===== src/rtl/i2s_rx.sv =====
// I2S receiver: synchronises bclk/lrck/sdata into clk and deserialises MSB-first L/R words.
// Optional macro I2S_RX_FRAME_ERR_EN adds a sticky frame_err output.
module i2s_rx #(
  parameter int unsigned DATA_W = 12,
  parameter int unsigned SYNC_N = 2
) (
  input  logic              clk,
  input  logic              rst,
  input  logic              bclk,
  input  logic              lrck,
  input  logic              sdata,
  output logic [DATA_W-1:0] l_out,
  output logic [DATA_W-1:0] r_out,
  output logic              valid
`ifdef I2S_RX_FRAME_ERR_EN
  ,
  output logic              frame_err
`endif
);

  typedef enum logic [1:0] {
    IDLE,
    SHIFT,
    COMMIT
  } state_e;

  state_e state_q, state_d;

  logic [SYNC_N-1:0] bclk_sync_q, bclk_sync_d;
  logic [SYNC_N-1:0] lrck_sync_q, lrck_sync_d;
  logic [SYNC_N-1:0] sdata_sync_q, sdata_sync_d;
  logic              bclk_prev_q, bclk_prev_d;
  logic              lrck_prev_q, lrck_prev_d;
  logic [4:0]        cnt_q, cnt_d;
  logic              ch_q, ch_d;
  logic              ldone_q, ldone_d;
  logic [DATA_W-1:0] shift_q, shift_d;
  logic [DATA_W-1:0] l_q, l_d;
  logic [DATA_W-1:0] r_q, r_d;
  logic              valid_q, valid_d;
`ifdef I2S_RX_FRAME_ERR_EN
  logic              err_q, err_d;
  logic              last_ch_q, last_ch_d;
  logic              last_vld_q, last_vld_d;
`endif

  logic bclk_s, lrck_s, sdata_s;
  logic rise, tr;
  logic start, capture, commit;

  assign bclk_s  = bclk_sync_q[SYNC_N-1];
  assign lrck_s  = lrck_sync_q[SYNC_N-1];
  assign sdata_s = sdata_sync_q[SYNC_N-1];
  assign rise    = bclk_s & ~bclk_prev_q;
  assign tr      = rise & (lrck_s != lrck_prev_q);

  always_ff @(posedge clk) begin
    if (rst) begin
      state_q <= IDLE;
    end else begin
      state_q <= state_d;
    end
  end

  always_comb begin
    state_d = state_q;
    unique case (state_q)
      IDLE:    if (tr) state_d = SHIFT;
      SHIFT:   if (tr) state_d = COMMIT;
      COMMIT:  state_d = SHIFT;
      default: state_d = IDLE;
    endcase
  end

  always_comb begin
    start   = 1'b0;
    capture = 1'b0;
    commit  = 1'b0;
    unique case (state_q)
      IDLE:    start   = tr;
      SHIFT:   capture = rise;
      COMMIT:  commit  = 1'b1;
      default: ;
    endcase
  end

  always_comb begin
    bclk_sync_d  = {bclk_sync_q[SYNC_N-2:0], bclk};
    lrck_sync_d  = {lrck_sync_q[SYNC_N-2:0], lrck};
    sdata_sync_d = {sdata_sync_q[SYNC_N-2:0], sdata};
    bclk_prev_d  = bclk_s;
    lrck_prev_d  = rise ? lrck_s : lrck_prev_q;
    cnt_d        = cnt_q;
    ch_d         = ch_q;
    ldone_d      = ldone_q;
    shift_d      = shift_q;
    l_d          = l_q;
    r_d          = r_q;
    valid_d      = 1'b0;
`ifdef I2S_RX_FRAME_ERR_EN
    err_d        = err_q;
    last_ch_d    = last_ch_q;
    last_vld_d   = last_vld_q;
`endif

    if (start) begin
      cnt_d   = '0;
      ch_d    = lrck_s;
      shift_d = '0;
    end

    // Bits land directly at their MSB-first position, so short slots stay left-aligned.
    if (capture) begin
      for (int unsigned i = 0; i < DATA_W; i++) begin
        if (cnt_q == 5'(DATA_W - 1 - i)) shift_d[i] = sdata_s;
      end
      if (cnt_q != 5'd31) cnt_d = cnt_q + 5'd1;
    end

    if (commit) begin
      if (!ch_q) begin
        l_d     = shift_q;
        ldone_d = 1'b1;
      end else begin
        r_d = shift_q;
        if (ldone_q) begin
          valid_d = 1'b1;
          ldone_d = 1'b0;
        end
      end
`ifdef I2S_RX_FRAME_ERR_EN
      if (cnt_q < 5'(DATA_W)) err_d = 1'b1;
      if (last_vld_q && (last_ch_q == ch_q)) err_d = 1'b1;
      last_ch_d  = ch_q;
      last_vld_d = 1'b1;
`endif
      cnt_d   = '0;
      shift_d = '0;
      ch_d    = lrck_prev_q;
    end
  end

  always_ff @(posedge clk) begin
    if (rst) begin
      bclk_sync_q  <= '0;
      lrck_sync_q  <= '0;
      sdata_sync_q <= '0;
      bclk_prev_q  <= 1'b0;
      lrck_prev_q  <= 1'b0;
      cnt_q        <= '0;
      ch_q         <= 1'b0;
      ldone_q      <= 1'b0;
      shift_q      <= '0;
      l_q          <= '0;
      r_q          <= '0;
      valid_q      <= 1'b0;
`ifdef I2S_RX_FRAME_ERR_EN
      err_q        <= 1'b0;
      last_ch_q    <= 1'b0;
      last_vld_q   <= 1'b0;
`endif
    end else begin
      bclk_sync_q  <= bclk_sync_d;
      lrck_sync_q  <= lrck_sync_d;
      sdata_sync_q <= sdata_sync_d;
      bclk_prev_q  <= bclk_prev_d;
      lrck_prev_q  <= lrck_prev_d;
      cnt_q        <= cnt_d;
      ch_q         <= ch_d;
      ldone_q      <= ldone_d;
      shift_q      <= shift_d;
      l_q          <= l_d;
      r_q          <= r_d;
      valid_q      <= valid_d;
`ifdef I2S_RX_FRAME_ERR_EN
      err_q        <= err_d;
      last_ch_q    <= last_ch_d;
      last_vld_q   <= last_vld_d;
`endif
    end
  end

  assign l_out = l_q;
  assign r_out = r_q;
  assign valid = valid_q;
`ifdef I2S_RX_FRAME_ERR_EN
  assign frame_err = err_q;
`endif

endmodule

===== config.mk =====
export PLATFORM = sky130hd
export DESIGN_NAME = i2s_rx
export DESIGN_NICKNAME = d
export VERILOG_FILES = /design/src/rtl/i2s_rx.sv
export SDC_FILE = /design/constraint.sdc
export NUM_CORES = 1
export LEC_CHECK = 0
export BUFFER_PORTS_ARGS = -buffer_cell sky130_fd_sc_hd__buf_4
export CAP_MARGIN = 5
export CORE_AREA = 2 2 73 75
export CTS_CLUSTER_SIZE = 14
export DETAILED_ROUTE_END_ITERATION = 7
export DIE_AREA = 0 0 75 77
export GPL_TIMING_DRIVEN = 0
export PLACE_DENSITY = 0.7
export SYNTH_ARGS = -nofsm -noshare
export SYNTH_HDL_FRONTEND = slang
export SYNTH_SLANG_ARGS = --single-unit

===== constraint.sdc =====
create_clock -name clk -period 1.7 [get_ports clk]
set_clock_uncertainty 0.15 [all_clocks]
set_input_delay 0.17 -clock clk [delete_from_list [all_inputs] [get_ports clk]]
set_output_delay 0.17 -clock clk [all_outputs]
set_load 0.05 [all_outputs]

# == Yosys cells after proc, flatten, opt, wreduce, memory -nomap -nowiden ==
# Cells that the tools add are included.
# totals
regBits,54
latchBits,0
ramBits,0
mem_bits_ro,0
out_inout_bits,25
memories,0
# classes
add_sub_neg,1
mul,0
div_mod_pow,0
n_lt_le_gt_ge,0
eq_ne,17
shift,0
mux,27
n_bitwise,5
n_reduce_logical,8
# ops
operator,count
12-bit 2-to-1 mux,2
"5-bit by 3-bit equality test with 1-bit output, second input constant",4
"5-bit by 4-bit equality test with 1-bit output, second input constant",4
1-bit 2-to-1 mux,19
5-bit 2-to-1 mux,3
"5-bit by 2-bit equality test with 1-bit output, second input constant",2
2-bit one-hot mux with 3 select lines,1
2-bit AND reduction,3
"5-bit by 1-bit adder with 5-bit output, second input constant",1
"5-bit by 1-bit equality test with 1-bit output, second input constant",1
5-bit zero test,1
"5-bit inequality test, second input constant",1
2-bit 2-to-1 mux,2
"2-bit inequality test, second input constant",2
1-bit inverter,3
3-bit OR reduction,1
1-bit bitwise AND,2
"2-bit by 1-bit equality test with 1-bit output, second input constant",1
"2-bit equality test, second input constant",1
2-bit zero test,1
2-bit nonzero test,1
2-bit OR reduction,1
1-bit inequality test,1

# == Longest topological paths before layout ==
# logic_depth
depth_word,7
depth_mapped,7
mapped_depth_nobuf,7

# == Worst setup path before layout ==
# No wires, ideal clock.
# synth_path
kind,register -> register
start,reg cnt_q[0]
end,reg cnt_q[0]
arrival_ns,1.539
setup_slack_ns,-0.076
path_stages_with_launch,8
n_path_buf,0
synth_period_minus_slack_ns,1.776
cell_sequence,dfxtp_1 > ha_1 > and3_1 > ha_1 > clkinv_2 > a32o_2 > or3_1 > o31ai_1
# synth_via
elab_chain_cells,3
elab_cells_between_ends,5
# synth_rtl
item,line_no,text
start: declaration,34,"logic [4:0] cnt_q, cnt_d;"
start signal: assignment,168,cnt_q <= cnt_d;
"5-bit by 1-bit adder with 5-bit output, or another cell as far along",117,if (cnt_q != 5'd31) cnt_d = cnt_q + 5'd1;
5-bit 2-to-1 mux,117,
5-bit 2-to-1 mux *,113,if (capture) begin
# Every way passes the cells marked *; elsewhere a longest branch is shown, timed or not.
# A chain may end at the register's enable or synchronous reset.

# == Final worst setup path ==
# Same ends and word-level chain as after synthesis.

==> results.md <==
* Layout Area Growth over Synthesis at 23.4%
* Clock latency on the worst-skew pair at 310 ps
* Syn. warnings at 0
* All-Layer GR Usage at 16.5%
* Ratio of final minimum period to clock period at 101%
* Yosys cell types at 40
* Slowest stage cell on the critical path: dfxtp_4
* Worst path arrival time at 1790 ps
* Hpwl dp at 3150 um
* Post-Route Utilization at 53.6%
* Violated checks: setup timing
* Seq/Total Area, Yosys at 50.0%
* Synth Cell Area at 2160 um^2
* RSZ-0062 raised after global routing: true
* DRT Pass-1 Iters at 4
* Detail Route Antenna Nets at 0
* GRT met2 Usage at 26.7%
* Combinational power share at 3.2%
* Clock share of power at 34.6%
* Status: complete, but fails checks
* Internal Power at 1590 uW
* Avg Synthesized Cell Area at 8.82 um^2
* R2r startpoint: cnt_q[0]$_SDFF_PP0_
* Synth Flop Type: dfxtp_1
* Via-to-Cell Ratio at 4.88
* First-pass GRT wire length at 7400 um
* CP Capture Type: flip-flop
* GP Congestion at 0.781
* Vias at 1756
* EDFF count, synth at 0
* Met1 usage at 21.1%
* Synth top area share at 50.0%
* Async set-reset flop share out of synthesis at 0%
* CP required at 1770 ps
* CP Max Fanout at 4
* Peak supply drop at 0.439 mV
* Hold Fails Final Rpt at 0
* Die ar. at 5780 um^2
* GRT overflow at 0
* Root Driver: clkbuf_8
* Area leader, netlist: dfxtp_1
* Diodes inserted at 0
* Fin. max-slew vios at 0
* Worst hold path type: primary input to flip-flop
* Most used cell along the critical path: ha_4
* Met3 GRT Util at 3.94%
* Most frequent cell after synthesis: nand2_1
* Final worst slack at -19.4 ps
* Buffer depth of the longest clock path at 2
* Port bufs at 29
* Vias in the first global route at 1630
* Placeable Area at 4980 um^2
* Slowest Stage Delay on Critical Path at 370 ps
* Yosys reg bits at 54
* Die Width at 75 um
* Ratio of cells with drive above 1 in the final layout at 24.5%
* Htree depth at 2
* Row cnt at 26
* Top cells by instance count after synthesis: nand2_1 (55), dfxtp_1 (54), a21oi_1 (26)
* R2R depth at 7
* Busiest layer in global routing: met2
* R2R setup slack at -20 ps
* Hold path cells at 4
* CTS Buf Count at 5
* F_max at 0.582 GHz
* TritonCTS clock tree: built
* Initial antenna violation count at 0
* I/O pins at 30
* Largest net degree at the start of global routing at 17
* Fillers at 509
* Die Ht at 77 um
* Clock slew at reported path FFs at 90 ps
* Worst slew margin relative to its limit at 65.6%
* Period minus WS final at 1720 ps
* Post-route DRC at 0
* Hold Path Sink: shift_q[1]$_SDFF_PP0_
* Drt total wl at 4300 um
* Power per Cell Area at 767 nW/um^2
* CP Cell Sequence: ha_4 -> and3_4 -> ha_4 -> clkinv_4 -> a32o_2 -> or3_1 -> o31ai_1
* Worst slew pin tran at 516 ps
* Buffer and inverter count on the worst path at 1
* Clock sink count at 54
* Initial DRC Count at 123
* Starting Density at 43.4%
* Post-Synthesis Cells at 245
* Post-layout nets at 299
* Final setup viols at 1
* Switching portion of total power at 22.4%
* Ranking of synthesized cells by area: dfxtp_1 (50%), nand2_1 (9.5%), a21oi_1 (6.0%)
* Worst setup path category: flip-flop to flip-flop
* Hold path start: rst
* Seq pwr share at 62.2%
* Critical path's top delay family: simple AND/OR/NAND/NOR gates
* Leakage power at 0.000970 uW
* Crit path launch type: flip-flop
* Sw power at 459 uW
* Reg-to-Reg End: cnt_q[0]$_SDFF_PP0_
* Setup TNS at -19.4 ps
* Drt wl/cell at 11.9 um
* Post-Syn Nets at 255
* Number of max-cap violations at 0
==> sequential cells by signal, indices dropped and copies added (netlist names) <==
name,flops
lrck_prev_q,1
bclk_prev_q,1
cnt_q,5
valid,1
r_out,12
ldone_q,1
shift_q,12
state_q,2
ch_q,1
l_out,12
lrck_sync_q,2
sdata_sync_q,2
bclk_sync_q,2
==> power groups by stage <==
stage	clock network, uW	registers, uW	logic [uW]
after floorplan	0	1300	38.5
after global routing	784	1280	71.1
final	709	1270	64.5
after detailed placement	0	1300	58.6
after CTS	730	1270	64.3
after global placement	0	1300	58.0
==> layer usage <==
| metal | vias to the layer above | share of wire, % |
|---|---|---|
| li1 | 921 | - |
| met1 | 800 | 47 |
| met2 | 30 | 48 |
| met3 | 5 | 3.8 |
| met4 | 0 | 1.1 |
| met5 | - | 0 |
==> kinds of logic after synthesis <==
group	after synthesis	share of synthesized area, %
adders and majority gates	5	2.89
DFF	54	50.0
muxes	1	0.463
xor gates and xnor gates	2	1.16
AOI/OAI and AO/OA	49	14.2
and+or+nand+nor	116	27.0
buffers and inverters	18	4.22
==> cell type report <==
cell class                 count  area [um^2]  area share (%)
sequential                    54         1090            40.9
inverter                       6         27.5            1.03
buffer                        12         67.6            2.53
timing repair buffer          37          285            10.7
clock inverter                 2         13.8           0.516
tap                           70         87.6            3.28
multi-input combinational    173         1020            38.3
clock buffer                   6         72.6            2.72
==> what timing repair did <==
item                       in CTS  in global routing
hold endpoints to repair        3                  0
buffers inserted                3                  2
setup endpoints to repair       1                  6
hold buffers                    3                  0
pin swaps                       2                  2
resized for setup               4                  3
==> worst reg2reg max path, stage by stage, from the launching register on <==
cell and delay [ps]:
dfxtp_4 370, ha_4 140, and3_4 190, ha_4 130, clkinv_4 50, a32o_2 240, or3_1 310, o31ai_1 60
==> metrics by stage <==
stage	total power, uW	setup slack [ps]	instances	hold WS, ps	cell area, um^2
2_1_floorplan	1340	2.29	245	148	2180
3_3_place_gp	1360	-62.0	344	230	2490
5_1_grt	2130	-91.7	360	45.9	2670
6_report	2050	-19.4	360	51.4	2670
3_5_place_dp	1360	-85.3	344	238	2490
4_1_cts	2070	-41.7	358	47.5	2650
==> placed cells by master, fill, tap and decap left out, types with 5 or more instances in the layout <==
master / netlist / final
clkbuf_8: 0 / 5
nor2_1: 10 / 10
nand4_1: 9 / 9
nor2b_1: 14 / 13
inv_1: 5 / 5
buf_2: 6 / 6
buf_4: 2 / 36
a21oi_1: 26 / 26
nand3_1: 11 / 11
nand2_1: 55 / 55
o21ai_1: 9 / 9
dfxtp_1: 54 / 50
==> worst max path at each step <==
| stage | end | depth (start not counted) | slack [ps] | startpoint |
|---|---|---|---|---|
| final | cnt_q[0]$_SDFF_PP0_ | 7 | -20 | cnt_q[0]$_SDFF_PP0_ |
| after global routing | cnt_q[0]$_SDFF_PP0_ | 7 | -90 | cnt_q[0]$_SDFF_PP0_ |
| after CTS | cnt_q[0]$_SDFF_PP0_ | 7 | -40 | cnt_q[0]$_SDFF_PP0_ |
| after detailed placement | cnt_q[0]$_SDFF_PP0_ | 7 | -90 | cnt_q[1]$_SDFF_PP0_ |
| after global placement | cnt_q[0]$_SDFF_PP0_ | 7 | -60 | cnt_q[1]$_SDFF_PP0_ |
| after floorplan | cnt_q[0]$_SDFF_PP0_ | 7 | 2 | cnt_q[1]$_SDFF_PP0_ |
Note: power is estimated with default switching activity, not from simulation.
